$ cat src/rtl/wr_sel_decoder.sv
// wr_sel_decoder: registered N-to-2^N one-hot decoder with valid/ready on both sides.
// Define WR_SEL_STATS_EN to add the saturating stat_dec/stat_mask delivery counters.
module wr_sel_decoder #(
  parameter int ADDR_W    = 5,
  parameter bit MASK_ZERO = 1'b1,
  parameter int COUNT_W   = 16
) (
  input  logic                    clk,
  input  logic                    reset,
  input  logic                    in_valid,
  output logic                    in_ready,
  input  logic [ADDR_W-1:0]       in_addr,
  input  logic                    in_en,
  output logic                    out_valid,
  input  logic                    out_ready,
  output logic [(2**ADDR_W)-1:0]  out_onehot,
  output logic [ADDR_W-1:0]       out_addr,
  output logic                    out_masked
`ifdef WR_SEL_STATS_EN
  ,
  output logic [COUNT_W-1:0]      stat_dec,
  output logic [COUNT_W-1:0]      stat_mask
`endif
);

  localparam int OUT_W = 2**ADDR_W;

  // Address 0 is suppressed when masking is on, so $zero never sees a write strobe.
  function automatic logic decode_masked(input logic [ADDR_W-1:0] addr, input logic en);
    return MASK_ZERO && en && (addr == {ADDR_W{1'b0}});
  endfunction

  function automatic logic [OUT_W-1:0] decode_onehot(input logic [ADDR_W-1:0] addr, input logic en);
    logic [OUT_W-1:0] onehot;
    if (!en) begin
      onehot = {OUT_W{1'b0}};
    end else if (decode_masked(addr, en)) begin
      onehot = {OUT_W{1'b0}};
    end else begin
      onehot = OUT_W'(1'b1) << addr;
    end
    return onehot;
  endfunction

  function automatic logic [COUNT_W-1:0] sat_inc(input logic [COUNT_W-1:0] cnt, input logic hit);
    logic [COUNT_W-1:0] res;
    if (hit && (cnt != {COUNT_W{1'b1}})) begin
      res = cnt + COUNT_W'(1'b1);
    end else begin
      res = cnt;
    end
    return res;
  endfunction

  logic              out_valid_r;
  logic [OUT_W-1:0]  out_onehot_r;
  logic [ADDR_W-1:0] out_addr_r;
  logic              out_masked_r;

  logic              in_ready_s;
  logic              accept_s;
  logic              drain_s;
  logic              valid_nxt_s;
  logic [OUT_W-1:0]  onehot_nxt_s;
  logic [ADDR_W-1:0] addr_nxt_s;
  logic              masked_nxt_s;

  // Upstream ready: free slot, or the held result leaves this cycle.
  always_comb begin
    in_ready_s = 1'b0;
    if (reset) begin
      in_ready_s = 1'b0;
    end else begin
      in_ready_s = !out_valid_r || out_ready;
    end
  end

  assign accept_s = in_valid && in_ready_s;
  assign drain_s  = out_valid_r && out_ready;

  // Next state of the single output stage; accept wins over drain so throughput is one per cycle.
  always_comb begin
    valid_nxt_s  = out_valid_r;
    onehot_nxt_s = out_onehot_r;
    addr_nxt_s   = out_addr_r;
    masked_nxt_s = out_masked_r;
    if (accept_s) begin
      valid_nxt_s  = 1'b1;
      onehot_nxt_s = decode_onehot(in_addr, in_en);
      addr_nxt_s   = in_addr;
      masked_nxt_s = decode_masked(in_addr, in_en);
    end else if (drain_s) begin
      valid_nxt_s  = 1'b0;
    end else begin
      valid_nxt_s  = out_valid_r;
    end
  end

  // Output register; reset discards any pending result immediately.
  always_ff @(posedge clk or posedge reset) begin
    if (reset) begin
      out_valid_r  <= 1'b0;
      out_onehot_r <= {OUT_W{1'b0}};
      out_addr_r   <= {ADDR_W{1'b0}};
      out_masked_r <= 1'b0;
    end else begin
      out_valid_r  <= valid_nxt_s;
      out_onehot_r <= onehot_nxt_s;
      out_addr_r   <= addr_nxt_s;
      out_masked_r <= masked_nxt_s;
    end
  end

  assign in_ready   = in_ready_s;
  assign out_valid  = out_valid_r;
  assign out_onehot = out_onehot_r;
  assign out_addr   = out_addr_r;
  assign out_masked = out_masked_r;

`ifdef WR_SEL_STATS_EN
  logic [COUNT_W-1:0] stat_dec_r;
  logic [COUNT_W-1:0] stat_mask_r;

  // Delivery counters advance on the drain edge and stick at all-ones.
  always_ff @(posedge clk or posedge reset) begin
    if (reset) begin
      stat_dec_r  <= {COUNT_W{1'b0}};
      stat_mask_r <= {COUNT_W{1'b0}};
    end else begin
      stat_dec_r  <= sat_inc(stat_dec_r, drain_s && (|out_onehot_r));
      stat_mask_r <= sat_inc(stat_mask_r, drain_s && out_masked_r);
    end
  end

  assign stat_dec  = stat_dec_r;
  assign stat_mask = stat_mask_r;
`endif

endmodule

$ cat config.mk
export PLATFORM = sky130hd
export DESIGN_NAME = wr_sel_decoder
export DESIGN_NICKNAME = d
export VERILOG_FILES = /design/src/rtl/wr_sel_decoder.sv
export SDC_FILE = /design/constraint.sdc
export NUM_CORES = 1
export LEC_CHECK = 0
export ABC_CLOCK_PERIOD_IN_PS = 1400
export BUFFER_PORTS_ARGS = -buffer_cell sky130_fd_sc_hd__buf_2
export CORE_MARGIN = 8
export CORE_UTILIZATION = 49
export DETAILED_ROUTE_END_ITERATION = 6
export PLACE_DENSITY = 0.74
export SLEW_MARGIN = 20
export SYNTH_ARGS = -nofsm -noshare
export SYNTH_HDL_FRONTEND = slang
export SYNTH_SLANG_ARGS = --single-unit
$ cat constraint.sdc
create_clock -name clk -period 1.4 [get_ports clk]
set_input_delay 0.14 -clock clk [delete_from_list [all_inputs] [get_ports clk]]
set_output_delay 0.14 -clock clk [all_outputs]
set_load 0.02 [all_outputs]
## After elaboration in Yosys (flattened, before gate mapping)

Cells that the tools add are included.

- Register bits after elaboration: 39
- RAM bits: 0
- Output and inout bits: 40
- Memories: 0
- Bits in read-only memories: 0
- Bits of input ports: 10
- Latch bits: 0
- Word-level logic and storage cells: 17

- $add $sub $neg: 0
- Eq/ne operators: 0
- Divide/modulo/power cells: 0
- Muxes and demuxes: 5
- Bitwise logic cells: 0
- Reductions and logical operators: 7
- $mul: 0
- Shift-type cells: 1
- $lt $le $gt $ge: 0

Operator list:

| kind | number |
|---|---|
| 2-to-1 mux 32 bit | 2 |
| left shift 1 x 5 -> 32 bit (first input constant) | 1 |
| zero test 5 bit | 1 |
| logical AND 1 bit | 3 |
| 2-to-1 mux 1 bit | 3 |
| nonzero test 2 bit | 1 |
| zero test 1 bit | 1 |
| logical OR 1 bit | 1 |

## Depth between registers and ports, before layout

- Word-level depth: 5
- Gate-level depth with buffers: 5
- Depth with buffers taken out: 3

## Worst setup path before layout

Ideal clock, no wire load.

- Path kind: flip-flop to flip-flop
- From: reg out_valid_r, in the netlist out_valid
- To: reg out_onehot_r[28], in the netlist out_onehot[28]
- Buffers on the path: 1
- Library setup time: 0.076 ns
- Arrival: 1.290 ns
- Cell stages (with the launch flop): 5
- Period minus slack after synthesis: 1.366 ns
- Slack: 0.034 ns
- Cells stage by stage: dfrtp_1 > nor2b_1 > or3_1 > buf_6 > o2bb2ai_2

- Longest elaborated chain between the ends: 4

Ends and longest elaborated chain:

| what | RTL line | source |
|---|---|---|
| from (decl) | 55 | `logic out_valid_r;` |
| from (signal assigned) | 107 | `out_valid_r <= valid_nxt_s;` |
| zero test 1 bit | 74 | `in_ready_s = !out_valid_r \|\| out_ready;` |
| logical OR 1 bit | 74 |  |
| 2-to-1 mux 1 bit | 71 | `if (reset) begin` |
| logical AND 1 bit | 78 | `assign accept_s = in_valid && in_ready_s;` |
| to (signal assigned) | 103 | `out_onehot_r <= {OUT_W{1'b0}};` |
| to (signal assigned) | 108 | `out_onehot_r <= onehot_nxt_s;` |
| to (decl) | 56 | `logic [OUT_W-1:0] out_onehot_r;` |

No other way between the ends.
A chain may end at the register's enable or synchronous reset.

## Final worst setup path

- From: reg out_valid_r, in the netlist out_valid
- To: reg out_onehot_r[20], in the netlist out_onehot[20]

Same word-level chain as after synthesis.

==> results.txt <==
The post-synthesis cell area came out at 1579 sq um. For the worst flop-to-flop path, the logic depth is 3. The clock passes through at most 2 buffers. The total inserted antenna cells is 0.

The run finished with clean final reports. For the worst setup path, the data required time is 1.67 ns. The area share of the largest cell type after synthesis is 61.81%. The classification of the worst setup path is flop to flop.

The worst path in the final design needs a cycle of 1.379 ns, including I/O delays and setup. The critical path crosses 3 cells after its start point. The max-slew violation count came out at 0. The remaining antenna violation count after routing came out at 0. The routed wire length came out at 3959 um. Based on the critical path, the design can be clocked at up to 725.2 MHz. Summed over all layers, the global routing overflow is 0. The synthesis-to-finish area growth is 29.08%. The largest stage delay on the critical path came out at 0.53 ns. The worst register-to-register path begins at out_valid$_DFFE_PP0P_. The biggest fanout along the worst timing path came out at 6. The HPWL reported at the end of detailed placement is 2953 um.

The length of the first detailed-routing pass in iterations came out at 4. The number of global-route vias before repair is 1274. The max-capacitance violation count is 0. The number of violations reported at the end of detailed-routing iteration 0 came out at 85. The number of different library cells used by synthesis comes to 20. TritonCTS built the clock tree. After detailed routing, the number of remaining DRC violations is 0. The number of hold violations in the final report came out at 0. The count of pins on the block boundary is 50. The share of the cycle needed by the critical path after routing is 98.50%. The final hold slack came out at 0.1525 ns. The vertical extent of the die came out at 72.77 um.

CTS placed an instance of sky130_fd_sc_hd__clkbuf_4 at the clock tree root. The count of state elements after synthesis came out at 39. The signal on the critical path passes through nor2b_4 -> or3_1 -> o2bb2ai_2.

The power density over the cells came out at 1016 nW/um^2. In this run the worst setup path begins at out_valid$_DFFE_PP0P_. Across every metal layer, demand over resource in global routing totals 15.55%. Counting the buffers created by CTS gives 5. The CTS sink count came out at 39. The cell total after placement came out at 214.

The fraction of the core area covered by cells at the end of the flow came out at 66.76%. The combined buffer and inverter count along the critical path is 0. The number of warnings reported in the yosys synthesis log came out at 0. The fraction of the yosys area taken by sequential cells is 61.81%.

The cell with the most instances after synthesis is sky130_fd_sc_hd__dfrtp_1. The fraction of synthesis flops using an asynchronous set or reset pin came out at 100.0%. The detailed-route via count is 1227. The final clock skew is 0.01344 ns. The tightest slew margin relative to the limit is 71.42%. The peak supply drop is 608.6 uV. For this design, the slowest cell found on the critical path is sky130_fd_sc_hd__or3_1. In this run the most critical hold path is launched from in_addr[0]. In this run the critical register-to-register path is captured at out_onehot[20]$_DFFE_PP0P_.

In this run the worst setup path terminates at out_onehot[20]$_DFFE_PP0P_. The setup check on the worst reg-to-reg path leaves a slack of 0.02 ns. For this run, the leading register cell type out of synthesis is sky130_fd_sc_hd__dfrtp_1. The per-instance average area after synthesis came out at 13.61 sq um.

Summed over all cells, the static leakage comes to 1.028 nW. After layout, the worst setup slack is 0.02099 ns. The cell taking the most area after synthesis is sky130_fd_sc_hd__dfrtp_1. In the final routed layout, each cell accounts on average for 17.67 um. The path type of the worst min-delay path is primary input to flop.

The share of post-route cells with drive strength above 1 came out at 47.78%. The count of buffers inserted at the top-level ports came out at 49. The element type at the critical path end is a flop. The overall die area is 5295 sq um.

The number of non-filler instances in the completed layout is 224. The number of levels the H-tree was split into came out at 2. The initial cell density of the core is 51.72%. After technology mapping, the gate count stands at 116. The setup violation total in the final timing report came out at 0. By area the synthesized netlist is led by sky130_fd_sc_hd__dfrtp_1 (62%), sky130_fd_sc_hd__o2bb2ai_1 (9.4%), sky130_fd_sc_hd__o2bb2ai_2 (5.7%), sky130_fd_sc_hd__a22o_1 (5.0%), sky130_fd_sc_hd__mux2_2 (3.6%). The die boundary width came out at 72.77 um. The worst-skew pair later-pin latency is 0.35 ns. The congestion estimate from routability-driven global placement came to 0.8841. For the worst setup path, the data arrival time is 1.65 ns. The row count is 20. In this design, the largest share of critical-path delay is due to simple AND/OR/NAND/NOR gates. At the pin with the least slew margin, the transition time is 0.4278 ns. The number of antenna violations at the first check in global routing came out at 0. After clock tree synthesis, the clock-pin slew on the worst setup and hold paths is 0.12 ns. The total of fill cells in the finished design came out at 258. The core region is 3053 sq um. Sorting the synthesized cells by how often they occur yields sky130_fd_sc_hd__dfrtp_1 (39), sky130_fd_sc_hd__o2bb2ai_1 (17), sky130_fd_sc_hd__a22o_1 (9). The number of nets produced by synthesis came out at 126.

The mean number of vias per cell is 5.478. In the final design database the tool counted 189 nets. The first global-routing pass estimated 6272 um of wire. The number of flops mapped to enable cells by yosys came out at 0.

Total power for the finished layout comes to 2.071 mW. The worst setup path is launched from a flop. Setup repair after global routing could not meet its margin everywhere. The largest net degree at the start of global routing is 27. The post-placement setup slack is 0.01678 ns.
==> layout by cell type (no fill, tap or decap), types with 2 or more instances in the layout <==
cell,synthesis,layout
sky130_fd_sc_hd__nand2b_1,2,2
sky130_fd_sc_hd__buf_6,1,2
sky130_fd_sc_hd__or3_1,4,4
sky130_fd_sc_hd__buf_4,0,13
sky130_fd_sc_hd__buf_2,3,48
sky130_fd_sc_hd__nand3_1,4,4
sky130_fd_sc_hd__mux2_2,5,5
sky130_fd_sc_hd__nor3_1,4,3
sky130_fd_sc_hd__nor3b_1,3,3
sky130_fd_sc_hd__clkbuf_4,0,5
sky130_fd_sc_hd__inv_1,3,3
sky130_fd_sc_hd__a22o_1,9,9
sky130_fd_sc_hd__o2bb2ai_2,6,6
sky130_fd_sc_hd__nand3b_1,5,5
sky130_fd_sc_hd__dfrtp_1,39,39
sky130_fd_sc_hd__clkinv_2,0,3
sky130_fd_sc_hd__o2bb2ai_1,17,17
==> area by class of cell <==
cell class              count  area [sq um]  share of cell area (%)
repair buffers             64         370.4                   18.17
multi-input cells          66         573.1                   28.12
well taps                  44         55.05                   2.701
clock inverters             3         15.01                  0.7366
clock buffers               5         37.54                   1.842
inverters                   3         11.26                  0.5525
flip-flops and latches     39         975.9                   47.88
==> logic make-up after synthesis <==
| family | Yosys count | share of synthesized area, % |
|---|---|---|
| AND/OR/NAND/NOR | 29 | 11.17 |
| buffers and inverters | 11 | 3.327 |
| multiplexers | 5 | 3.566 |
| flip-flops | 39 | 61.81 |
| AO/OA/AOI/OAI | 32 | 20.13 |
==> layer usage <==
layer	track usage, %	vias to the layer above	part of all wire (%)	wire length, um
li1	-	559	-	-
met1	18.20	622	41	1637
met2	24.85	40	50	1964
met3	6.593	6	7.7	305
met4	5.333	0	1.3	52
met5	0	-	0	0
==> registers in the layout (all words and copies together), names as in the netlist <==
signal	flops
out_masked	1
out_valid	1
out_addr	5
out_onehot	32
==> worst min-delay path by stage <==
stage	depth (start not counted)	slack, ns	to
finish	3	0.15	out_addr[0]$_DFFE_PP0P_
global route	3	0.15	out_addr[0]$_DFFE_PP0P_
CTS	4	0.13	out_onehot[4]$_DFFE_PP0P_
detailed placement	3	0.19	out_addr[3]$_DFFE_PP0P_
global placement	3	0.18	out_addr[3]$_DFFE_PP0P_
floorplan	1	0.29	out_addr[0]$_DFFE_PP0P_
==> power breakdown <==
group / total (mW) / internal (mW) / switching (mW)
Combinational: 0.313 / 0.122 / 0.191
Sequential: 1.20 / 1.17 / 0.0259
Clock: 0.561 / 0.187 / 0.374
==> metrics by stage <==
| stage | instance area, sq um | setup TNS [ns] |
|---|---|---|
| after detailed placement | 1936 | 0 |
| final | 2038 | 0 |
| after global routing | 2038 | -0.06284 |
| after global placement | 1936 | 0 |
| after CTS | 2019 | -0.007442 |
| after floorplan | 1579 | 0 |
==> timing repair <==
action                                 4_1_cts  5_1_grt
setup endpoints to repair                    2        9
buffers inserted                             1        0
pin swaps                                    1        1
gates resized for setup                      4        5
endpoints found under the hold margin       39        0
hold buffers                                 1        0
==> worst register-to-register path, cell delays in order (launching register included) <==
cell	delay [ns]
sky130_fd_sc_hd__dfrtp_1	0.42
sky130_fd_sc_hd__nor2b_4	0.15
sky130_fd_sc_hd__or3_1	0.53
sky130_fd_sc_hd__o2bb2ai_2	0.20
No activity file was read; power rests on OpenSTA's default activity.
